## config.mk

```make
export PLATFORM = sky130hd
export DESIGN_NAME = teclado_scan
export DESIGN_NICKNAME = d
export VERILOG_FILES = /design/src/rtl/teclado_scan.sv
export SDC_FILE = /design/constraint.sdc
export NUM_CORES = 1
export LEC_CHECK = 0
export ABC_CLOCK_PERIOD_IN_PS = 2100
export CELL_PAD_IN_SITES_DETAIL_PLACEMENT = 0
export CELL_PAD_IN_SITES_GLOBAL_PLACEMENT = 1
export CORE_MARGIN = 5
export CORE_UTILIZATION = 40
export CTS_CLUSTER_SIZE = 20
export DETAILED_ROUTE_END_ITERATION = 10
export PLACE_DENSITY = 0.71
export SLEW_MARGIN = 20
export SYNTH_ARGS = -nofsm -noshare
export SYNTH_HDL_FRONTEND = slang
export SYNTH_SLANG_ARGS = --single-unit
```

## constraint.sdc

```tcl
create_clock -name clk -period 2.1 [get_ports clk]
set_clock_uncertainty 0.1 [all_clocks]
set_input_delay 0.63 -clock clk [delete_from_list [all_inputs] [get_ports clk]]
set_output_delay 0.63 -clock clk [all_outputs]
set_load 0.02 [all_outputs]
```

## src/rtl/teclado_scan.sv

```systemverilog
// 4x4 keypad scanner: strobes columns, debounces the row readback and hands a
// 4-bit key code to the consumer over a valid/ack handshake.
module teclado_scan #(
  parameter int SCAN_DIV       = 1000,
  parameter int DEBOUNCE_SCANS = 4
) (
  input  logic       clk,
  input  logic       reset,
  input  logic [3:0] fila,
  output logic [3:0] columna,
  output logic [3:0] key_code,
  output logic       key_valid,
  input  logic       key_ack,
  output logic       done,
  output logic       overrun
);

  localparam int DW = (SCAN_DIV > 1) ? $clog2(SCAN_DIV) : 1;
  localparam int CW = $clog2(DEBOUNCE_SCANS + 1);
  localparam logic [DW-1:0] DIV_LAST    = DW'(SCAN_DIV - 1);
  localparam logic [CW-1:0] CNT_TARGET  = CW'(DEBOUNCE_SCANS);
  localparam bit            SINGLE_SCAN = (DEBOUNCE_SCANS == 1);

  localparam logic [1:0] SCAN     = 2'd0;
  localparam logic [1:0] DEBOUNCE = 2'd1;
  localparam logic [1:0] RELEASE  = 2'd2;

  logic [3:0]    fila_meta_reg;
  logic [3:0]    frows_reg;
  logic [DW-1:0] divider_reg;
  logic          tick;

  logic [1:0]    state_reg, state_next;
  logic [CW-1:0] count_reg, count_next;
  logic [3:0]    columna_reg, columna_next;
  logic [1:0]    row_idx_reg, row_idx_next;
  logic [1:0]    col_idx_reg, col_idx_next;
  logic          confirm;

  logic [3:0]    key_code_reg, key_code_next;
  logic          key_valid_reg, key_valid_next;
  logic          done_reg, done_next;
  logic          overrun_reg, overrun_next;

  logic          frows_onehot;
  logic [3:0]    row_mask;
  logic [3:0]    columna_rot;

  function automatic logic [1:0] enc4(input logic [3:0] v);
    logic [1:0] idx;
    idx = 2'd0;
    for (int i = 0; i < 4; i++) begin
      if (v[i]) idx = 2'(i);
    end
    return idx;
  endfunction

  // fila is asynchronous to clk; only the second flop's value is ever used.
  always_ff @(posedge clk or posedge reset) begin
    if (reset) begin
      fila_meta_reg <= 4'b0000;
      frows_reg     <= 4'b0000;
    end else begin
      fila_meta_reg <= fila;
      frows_reg     <= fila_meta_reg;
    end
  end

  always_ff @(posedge clk or posedge reset) begin
    if (reset) begin
      divider_reg <= '0;
    end else if (divider_reg == DIV_LAST) begin
      divider_reg <= '0;
    end else begin
      divider_reg <= divider_reg + 1'b1;
    end
  end

  assign tick         = (divider_reg == DIV_LAST);
  assign frows_onehot = (frows_reg != 4'b0000) && ((frows_reg & (frows_reg - 4'd1)) == 4'b0000);
  assign row_mask     = 4'b0001 << row_idx_reg;
  assign columna_rot  = {columna_reg[2:0], columna_reg[3]};

  always_comb begin
    state_next   = state_reg;
    count_next   = count_reg;
    columna_next = columna_reg;
    row_idx_next = row_idx_reg;
    col_idx_next = col_idx_reg;
    confirm      = 1'b0;
    if (tick) begin
      case (state_reg)
        SCAN: begin
          // Multiple rows high means ghosting: treat as no key and keep moving.
          if (frows_onehot) begin
            row_idx_next = enc4(frows_reg);
            col_idx_next = enc4(columna_reg);
            if (SINGLE_SCAN) begin
              confirm    = 1'b1;
              count_next = '0;
              state_next = RELEASE;
            end else begin
              count_next = CW'(1);
              state_next = DEBOUNCE;
            end
          end else begin
            columna_next = columna_rot;
          end
        end
        DEBOUNCE: begin
          if (frows_reg == row_mask) begin
            if (count_reg + 1'b1 == CNT_TARGET) begin
              confirm    = 1'b1;
              count_next = '0;
              state_next = RELEASE;
            end else begin
              count_next = count_reg + 1'b1;
            end
          end else begin
            count_next   = '0;
            state_next   = SCAN;
            columna_next = columna_rot;
          end
        end
        RELEASE: begin
          if (frows_reg == 4'b0000) begin
            if (count_reg + 1'b1 == CNT_TARGET) begin
              count_next   = '0;
              state_next   = SCAN;
              columna_next = columna_rot;
            end else begin
              count_next = count_reg + 1'b1;
            end
          end else begin
            count_next = '0;
          end
        end
        default: begin
          count_next = '0;
          state_next = SCAN;
        end
      endcase
    end
  end

  // A confirm wins over a plain ack: an ack in the confirm cycle frees the slot.
  always_comb begin
    key_code_next  = key_code_reg;
    key_valid_next = key_valid_reg;
    done_next      = 1'b0;
    overrun_next   = 1'b0;
    if (confirm) begin
      if (!key_valid_reg || key_ack) begin
        key_code_next  = {row_idx_next, col_idx_next};
        key_valid_next = 1'b1;
        done_next      = 1'b1;
      end else begin
        overrun_next = 1'b1;
      end
    end else if (key_ack && key_valid_reg) begin
      key_valid_next = 1'b0;
    end
  end

  always_ff @(posedge clk or posedge reset) begin
    if (reset) begin
      state_reg     <= SCAN;
      count_reg     <= '0;
      columna_reg   <= 4'b0001;
      row_idx_reg   <= 2'd0;
      col_idx_reg   <= 2'd0;
      key_code_reg  <= 4'h0;
      key_valid_reg <= 1'b0;
      done_reg      <= 1'b0;
      overrun_reg   <= 1'b0;
    end else begin
      state_reg     <= state_next;
      count_reg     <= count_next;
      columna_reg   <= columna_next;
      row_idx_reg   <= row_idx_next;
      col_idx_reg   <= col_idx_next;
      key_code_reg  <= key_code_next;
      key_valid_reg <= key_valid_next;
      done_reg      <= done_next;
      overrun_reg   <= overrun_next;
    end
  end

  assign columna   = columna_reg;
  assign key_code  = key_code_reg;
  assign key_valid = key_valid_reg;
  assign done      = done_reg;
  assign overrun   = overrun_reg;

endmodule

```

### Word level (Yosys, flattened, before mapping)

Index checks and enable logic that the tools add are counted.

| storage, ports and cells | value |
|---|---|
| bits in registers | 38 |
| input port bits | 7 |
| output and inout bits | 11 |
| logic and storage cells | 84 |

| cells by class | value |
|---|---|
| add/subtract/negate cells | 3 |
| equality and inequality tests | 12 |
| shifts and indexed selects | 1 |
| mux-type cells | 40 |
| bitwise gates (word level) | 1 |
| reductions and logical operators | 15 |

Operators with widths:

| cell | number |
|---|---|
| $mux W2 | 15 |
| $mux W4 | 4 |
| $mux W1 | 13 |
| $mux W3 | 4 |
| $pmux W4 S3 | 1 |
| $add A10 B1 Y10 const B | 1 |
| $eq A10 B10 Y1 const B | 1 |
| $mux W10 | 1 |
| $ne A2 B2 Y1 const B | 5 |
| $pmux W3 S3 | 1 |
| $logic_not A4 Y1 | 2 |
| $pmux W2 S3 | 1 |
| $reduce_and A2 Y1 | 3 |
| $reduce_and A6 Y1 | 1 |
| $reduce_and A5 Y1 | 1 |
| $and A4 B4 Y4 | 1 |
| $eq A4 B4 Y1 | 1 |
| $reduce_bool A4 Y1 | 1 |
| $shl A1 B2 Y4 const A | 1 |
| $sub A4 B1 Y4 const B | 1 |
| $add A3 B1 Y3 const B | 1 |
| $eq A3 B3 Y1 const B | 1 |
| $ne A3 B3 Y1 const B | 1 |
| $reduce_bool A3 Y1 | 1 |
| other kinds (8) | 9 |

### Longest topological paths before layout

Gate-level depths: netlist of the first run.

| depth | value |
|---|---|
| word-level depth | 8 |
| mapped depth | 8 |

### Least setup slack after synthesis of the first run

OpenSTA, ideal clock, no wires.

| path | value |
|---|---|
| path type | register to register |
| start | register divider_reg[0] |
| end | register state_reg[0] |
| setup time | 0.125 ns |
| data arrival time | 1.931 ns |
| data required time | 1.875 ns |
| slack | -0.056 ns |
| stages on the path, launching flop included | 8 |
| clock period less this slack | 2.156 ns |
| cell sequence | dfrtp_1 > ha_1 > and3_1 > clkbuf_1 > nand3_1 > a31oi_1 > a21boi_0 > mux2_2 |

| between the ends | value |
|---|---|
| word-level cells in the longest chain between the ends | 2 |

Ends and longest elaborated chain:

| item | RTL line | RTL |
|---|---|---|
| start, declared | 30 | `logic [DW-1:0] divider_reg;` |
| start signal, assigned | 75 | `divider_reg <= divider_reg + 1'b1;` |
| $eq A10 B10 Y1 | 79 | `assign tick = (divider_reg == DIV_LAST);` |
| $reduce_and A5 Y1 (no line) | - |  |
| end signal, assigned | 177 | `state_reg <= state_next;` |
| end, declared | 33 | `logic [1:0] state_reg, state_next;` |

No other way between the ends.
A chain may end at the register's enable or synchronous reset.

### Worst setup path after layout of the first run

| path | value |
|---|---|
| start | register columna_reg[1] (netlist: columna[1]) |
| end | output port columna[1] |

RTL lines:

| item | RTL line | RTL |
|---|---|---|
| start, declared | 35 | `logic [3:0] columna_reg, columna_next;` |
| start signal, assigned | 179 | `columna_reg <= columna_next;` |
| end, declared | 10 | `output logic [3:0] columna,` |

No word-level cell between the ends.

==> reports/results.tsv, run 1 <==
metric	value	unit
die-area	5690	sq um
slowest_delay	0.62	ns
hp-class	reg2reg	
finalCritPeriodShare	97.2	%
dieWidth	75.4	um
place.gp.congestion	0.779	
placementRows	23	
numCtsBuffers	5	
gr-total-overflow	0	
avgSynthCellArea	11.7	sq um
synth_flop_cell	dfrtp_1	
place_hpwl	2430	um
finalPower	1.31	mW
grt_pass1_vias	1324	
ctsHoldBuffers	0	
io_pins	18	
drv_cap	0	
place_area	2100	sq um
fin_cells	243	
yosys_register_bits	38	
crit_fanout	4	
cts.clk_slew.worst_paths	0.08	ns
slew_viol_final	0	
mostFrequentLayoutCells	dfrtp_1, buf_4, clkdlybuf4s50_1	
p_comb_share	3.9	%
crit_path_end_kind	output port	
antenna-diode-count	0	
ir_drop	0.406	mV
required	1.37	ns
fin_nets	202	
fin_util	56.4	%
synth_cells	146	
die_h	75.4	um
cp_data_arrival_time	1.31	ns
synthArstFlopShare	100	%
dp.cells	230	
design.core.area	4090	sq um
synth_edf_count	0	
p_switching	0.285	mW
track_usage	13.7	%
rsz0062_at_grt	true	
hold_violations	0	
antenna_found_initial	0	
worstSetupPathType	reg2out	
critPathLaunchType	flop	
cellLeakagePower	1.06	nW
clockRootBuffer	clkbuf_8	
finalSetupViolCount	0	
clock-sinks	38	
stdcell_area	2310	sq um
cp_cell_sequence	clkdlybuf4s50_1	
fill_cells	355	
fmax	490	MHz
grt_max_degree	39	
areaGrowthSynthToFinish	34.7	%
h-tree-depth	2	
multi_input_area	778	sq um
drt-total-wl	3410	um
max_slew_margin	77.2	%
via_count	1232	
drive_above_1_share	31.1	%
detail_route.vias_per_cell	5.07	
syn-num-nets	156	
ctsLongestPathBuffers	2	
drt_pass1_iterations	4	
drtIter0Drc	25	
ant_nets	0	
wl_per_cell	14.0	um
grt_pass1_wl	5930	um
clk_latency	0.28	ns
cts_tree	done	
synth-seq-area-share	55.6	%
slowest_stage	clkdlybuf4s50_1	
seqPwrFrac	57.0	%
layout_commonest_cell	dfrtp_1	
power.density	569	nW/um^2
sw_frac_of_total	21.7	%
timing.critical_path.buf_inv	1	
clockPowerShare	39.2	%
seqCellArea	955	sq um
path_delay_family	buffers and inverters	
fin_crit	2.04	ns
tightest_slew	0.342	ns
numPortBuffers	17	
ys.warnings.count	0	
start_util	41.9	%
yosys.cell_types.count	34	
syn-cell-area	1710	sq um
largest_reg_flops	10	
drc_errors	0	
status	complete, no violations	
internal_power	1.03	mW
[worst paths after layout]
check                                           startpoint                       end  slack (ns)  cells after the start
worst max register to register    count_reg[0]$_DFFE_PP0P_    columna[1]$_DFFE_PP0P_        0.08                      7
worst max-delay path                columna[1]$_DFFE_PP0P_                columna[1]        0.06                      1
max in group asynchronous                            reset    columna[0]$_DFFE_PP1P_        1.06                      3
min in group asynchronous                            reset  divider_reg[2]$_DFF_PP0_        0.59                      3
worst min-delay path            fila_meta_reg[2]$_DFF_PP0_    frows_reg[2]$_DFF_PP0_        0.26                      0
worst min register to register  fila_meta_reg[2]$_DFF_PP0_    frows_reg[2]$_DFF_PP0_        0.26                      0
[area by class of cell]
class                           instances  area share (%)
Multi-Input combinational cell         93            33.7
Timing Repair Buffer                   41            15.9
Clock inverter                          2           0.543
Inverter                               13            2.12
Sequential cell                        38            41.4
Tap cell                               50            2.71
Clock buffer                            6            3.58
[per-layer routing]
layer / up-vias / wire [um] / global-route usage (%) / part of all wire [%]
li1: 607 / - / - / -
met1: 600 / 1570 / 17.3 / 46
met2: 23 / 1680 / 22.6 / 49
met3: 2 / 147 / 4.22 / 4.3
met4: 0 / 18 / 4.08 / 0.53
met5: - / 0 / 0 / 0
[power groups by stage]
| stage | clock network [mW] | registers (mW) | logic, mW |
|---|---|---|---|
| after CTS | 0.535 | 0.746 | 0.0481 |
| after global placement | 0 | 0.760 | 0.0465 |
| final | 0.514 | 0.747 | 0.0507 |
| after detailed placement | 0 | 0.760 | 0.0477 |
| after floorplan | 0 | 0.759 | 0.0236 |
| after global routing | 0.569 | 0.748 | 0.0571 |
[cell usage after synthesis, types with 4 or more instances]
master	instances	share of area, %
nand2_1	4	0.88
nor2_1	10	2.2
a21oi_1	8	2.3
mux2i_1	6	3.5
o21ai_0	5	1.5
xor2_1	4	2.0
mux2_2	9	5.9
inv_1	13	2.9
nand3_1	5	1.5
dfrtp_1	37	54
and3_1	7	2.6
[timing repair]
| item | CTS | global route |
|---|---|---|
| resized for setup | 5 | 21 |
| setup endpoints to repair | 4 | 11 |
| setup buffers | 2 | 3 |
| pin swaps | 3 | 7 |
[through the flow]
stage	worst slack [ns]	TNS [ns]	hold slack, ns
2_1_floorplan	0.00798	0	0.231
3_3_place_gp	0.0755	0	0.235
3_5_place_dp	-0.00567	-0.00636	0.237
4_1_cts	0.00386	0	0.255
5_1_grt	-0.00596	-0.0166	0.257
6_report	0.0588	0	0.255
[cell families (layout without fill, tap and decap cells)]
| kind of cell | count (synthesis) | after routing | share of synthesized area [%] |
|---|---|---|---|
| simple gates | 41 | 41 | 12.9 |
| buf+inv | 15 | 62 | 3.29 |
| compound gates | 28 | 28 | 13.5 |
| flops | 38 | 38 | 55.6 |
| fa+ha+maj | 3 | 3 | 2.19 |
| mux | 15 | 15 | 9.43 |
| xor+xnor | 6 | 6 | 3.07 |
Note: power is estimated with default switching activity, not from simulation.
==> inputs of run 2 (changes only) <==
--- a/config.mk
+++ b/config.mk
@@ -9,10 +9,10 @@
 export CELL_PAD_IN_SITES_DETAIL_PLACEMENT = 0
 export CELL_PAD_IN_SITES_GLOBAL_PLACEMENT = 1
 export CORE_MARGIN = 5
-export CORE_UTILIZATION = 40
+export CORE_UTILIZATION = 30
 export CTS_CLUSTER_SIZE = 20
 export DETAILED_ROUTE_END_ITERATION = 10
-export PLACE_DENSITY = 0.71
+export PLACE_DENSITY = 0.55
 export SLEW_MARGIN = 20
 export SYNTH_ARGS = -nofsm -noshare
 export SYNTH_HDL_FRONTEND = slang
==> run 2 against run 1 <==
  * The run now ends with setup timing left
  * Final area up 4.4%
  * Critical path depth up 6
  * Flip-flop and latch count unchanged
  * Sequential power about the same
  * Clock power up 46%
  * Hold slack better by 0.0012 ns
  * Largest power group is now clock
==> reports/results.tsv, run 2 (synthesis results as in run 1) <==
metric	value	unit	change
fin_util	43.5	%	-13 points
finalPower	1.56	mW	+19%
cts_tree	done		
p_switching	0.313	mW	+9.9%
clock-sinks	38		unchanged
antenna_found_initial	0		unchanged
slew_viol_final	0		unchanged
gr-total-overflow	0		unchanged
drt-total-wl	3770	um	+10%
numCtsBuffers	5		unchanged
mostFrequentLayoutCells	dfrtp_1, buf_4, clkdlybuf4s50_1		
internal_power	1.24	mW	+21%
die_h	85.5	um	+13%
clk_latency	0.29	ns	about the same
power.density	646	nW/um^2	+13%
whs	0.256	ns	+0.00117 ns
drtIter0Drc	43		+72%
fin_crit	2.10	ns	+0.0593 ns
start_util	30.9	%	-11 points
timing.critical_path.buf_inv	3		+2
io_pins	18		unchanged
areaGrowthSynthToFinish	40.7	%	
grt_pass1_wl	6400	um	+7.8%
ant_nets	0		unchanged
track_usage	11.0	%	-2.7 points
place_hpwl	2720	um	+12%
cp_common_cell	buf_4		
setup_tns	-0.000547	ns	-0.000547 ns
critPathLaunchType	flop		
die-area	7320	sq um	+29%
cts.clk_slew.worst_paths	0.08	ns	about the same
clockRootBuffer	clkbuf_8		
ir_drop	0.321	mV	-21%
required	2.17	ns	+0.80 ns
drt_pass1_iterations	4		unchanged
largest_reg_flops	10		unchanged
dieWidth	85.5	um	+13%
slowest_delay	0.46	ns	-0.16 ns
crit_fanout	5		+1
hp-class	reg2reg		
fin_ws	-0.000547	ns	-0.0593 ns
cp_data_arrival_time	2.17	ns	+0.86 ns
hold_violations	0		unchanged
place.gp.congestion	0.765		-1.7%
seqPwrFrac	48.1	%	-8.9 points
dp.cells	261		+13%
drive_above_1_share	31.7	%	+0.57 points
h-tree-depth	2		unchanged
design.core.area	5540	sq um	+36%
sw_frac_of_total	20.2	%	-1.6 points
cellLeakagePower	1.11	nW	+4.8%
crit_path_end_kind	flop		
failed_checks	setup timing		
tightest_slew	0.408	ns	+0.0669 ns
grt_max_degree	39		unchanged
grt_pass1_vias	1303		-1.6%
clockPowerShare	48.3	%	+9.1 points
drv_cap	0		unchanged
max_slew_margin	72.7	%	-4.5 points
ctsLongestPathBuffers	2		unchanged
detail_route.vias_per_cell	4.67		-7.9%
fmax	476	MHz	-2.8%
placementRows	27		+17%
finalSetupViolCount	1		+1
status	finished, violations left		
fin_nets	208		+3.0%
numPortBuffers	17		unchanged
worstSetupPathType	reg2reg		
via_count	1266		+2.8%
path_delay_family	compound AO/OA/AOI/OAI gates		
antenna-diode-count	0		unchanged
finalCritPeriodShare	100	%	+2.8 points
fin_cells	271		+12%
wl_per_cell	13.9	um	-1.0%
slowest_stage	dfrtp_2		
layout_commonest_cell	dfrtp_1		
drc_errors	0		unchanged
p_comb_share	3.6	%	-0.3 points
rsz0062_at_grt	true		
ctsHoldBuffers	0		unchanged
cp_cell_sequence	buf_4 > a2111oi_1 > o221a_2 > buf_4 > a2111oi_4 > buf_4 > mux2_4		
==> run 2: per-stage QoR <==
stage | cell area, sq um | setup slack (ns)
2_1_floorplan | 1720 | 0.00798
3_3_place_gp | 2190 | 0.0341
3_5_place_dp | 2190 | -0.0186
4_1_cts | 2340 | 0.00319
5_1_grt | 2410 | -0.0700
6_report | 2410 | -0.000547
==> run 2: repair_timing <==
item	4_1_cts	5_1_grt
endpoints found under the setup margin	9	10
pin swaps	0	6
setup buffers	1	1
hold endpoints to repair	0	0
resized for setup	5	18
==> run 2: worst paths after layout <==
kind                       slack, ns                      to  cells past startpoint                  startpoint
max reg2reg                  -0.0005  columna[1]$_DFFE_PP0P_                      7      frows_reg[2]$_DFF_PP0_
max in group asynchronous       1.07  columna[0]$_DFFE_PP1P_                      3                       reset
min in group asynchronous       0.58          done$_DFF_PP0_                      3                       reset
min reg2reg                     0.26  frows_reg[1]$_DFF_PP0_                      0  fila_meta_reg[1]$_DFF_PP0_
min                             0.26  frows_reg[1]$_DFF_PP0_                      0  fila_meta_reg[1]$_DFF_PP0_
max                          -0.0005  columna[1]$_DFFE_PP0P_                      7      frows_reg[2]$_DFF_PP0_
==> run 2: area by class of cell <==
cell class / count / area, sq um
fillers: 530 / 3130
flip-flops and latches: 38 / 955
multi-input cells: 93 / 769
repair buffers: 47 / 408
well taps: 72 / 90.1
clock buffers: 5 / 68.8
clock inverters: 3 / 68.8
inverters: 13 / 48.8
==> run 2: layer usage <==
metal	part of all wire, %	up-vias	track usage (%)	wire length (um)
met2	45	29	16.5	1700
li1	-	619	-	-
met1	48	612	15.1	1810
met3	5.3	6	3.65	199
met4	1.5	0	3.45	55
met5	0	-	0	0
==> run 2: power groups by stage <==
| stage | combinational, mW | sequential [mW] | clock, mW |
|---|---|---|---|
| 2_1_floorplan | 0.0236 | 0.759 | 0 |
| 3_3_place_gp | 0.0500 | 0.760 | 0 |
| 3_5_place_dp | 0.0514 | 0.761 | 0 |
| 4_1_cts | 0.0527 | 0.746 | 0.780 |
| 5_1_grt | 0.0624 | 0.750 | 0.805 |
| 6_report | 0.0555 | 0.748 | 0.752 |
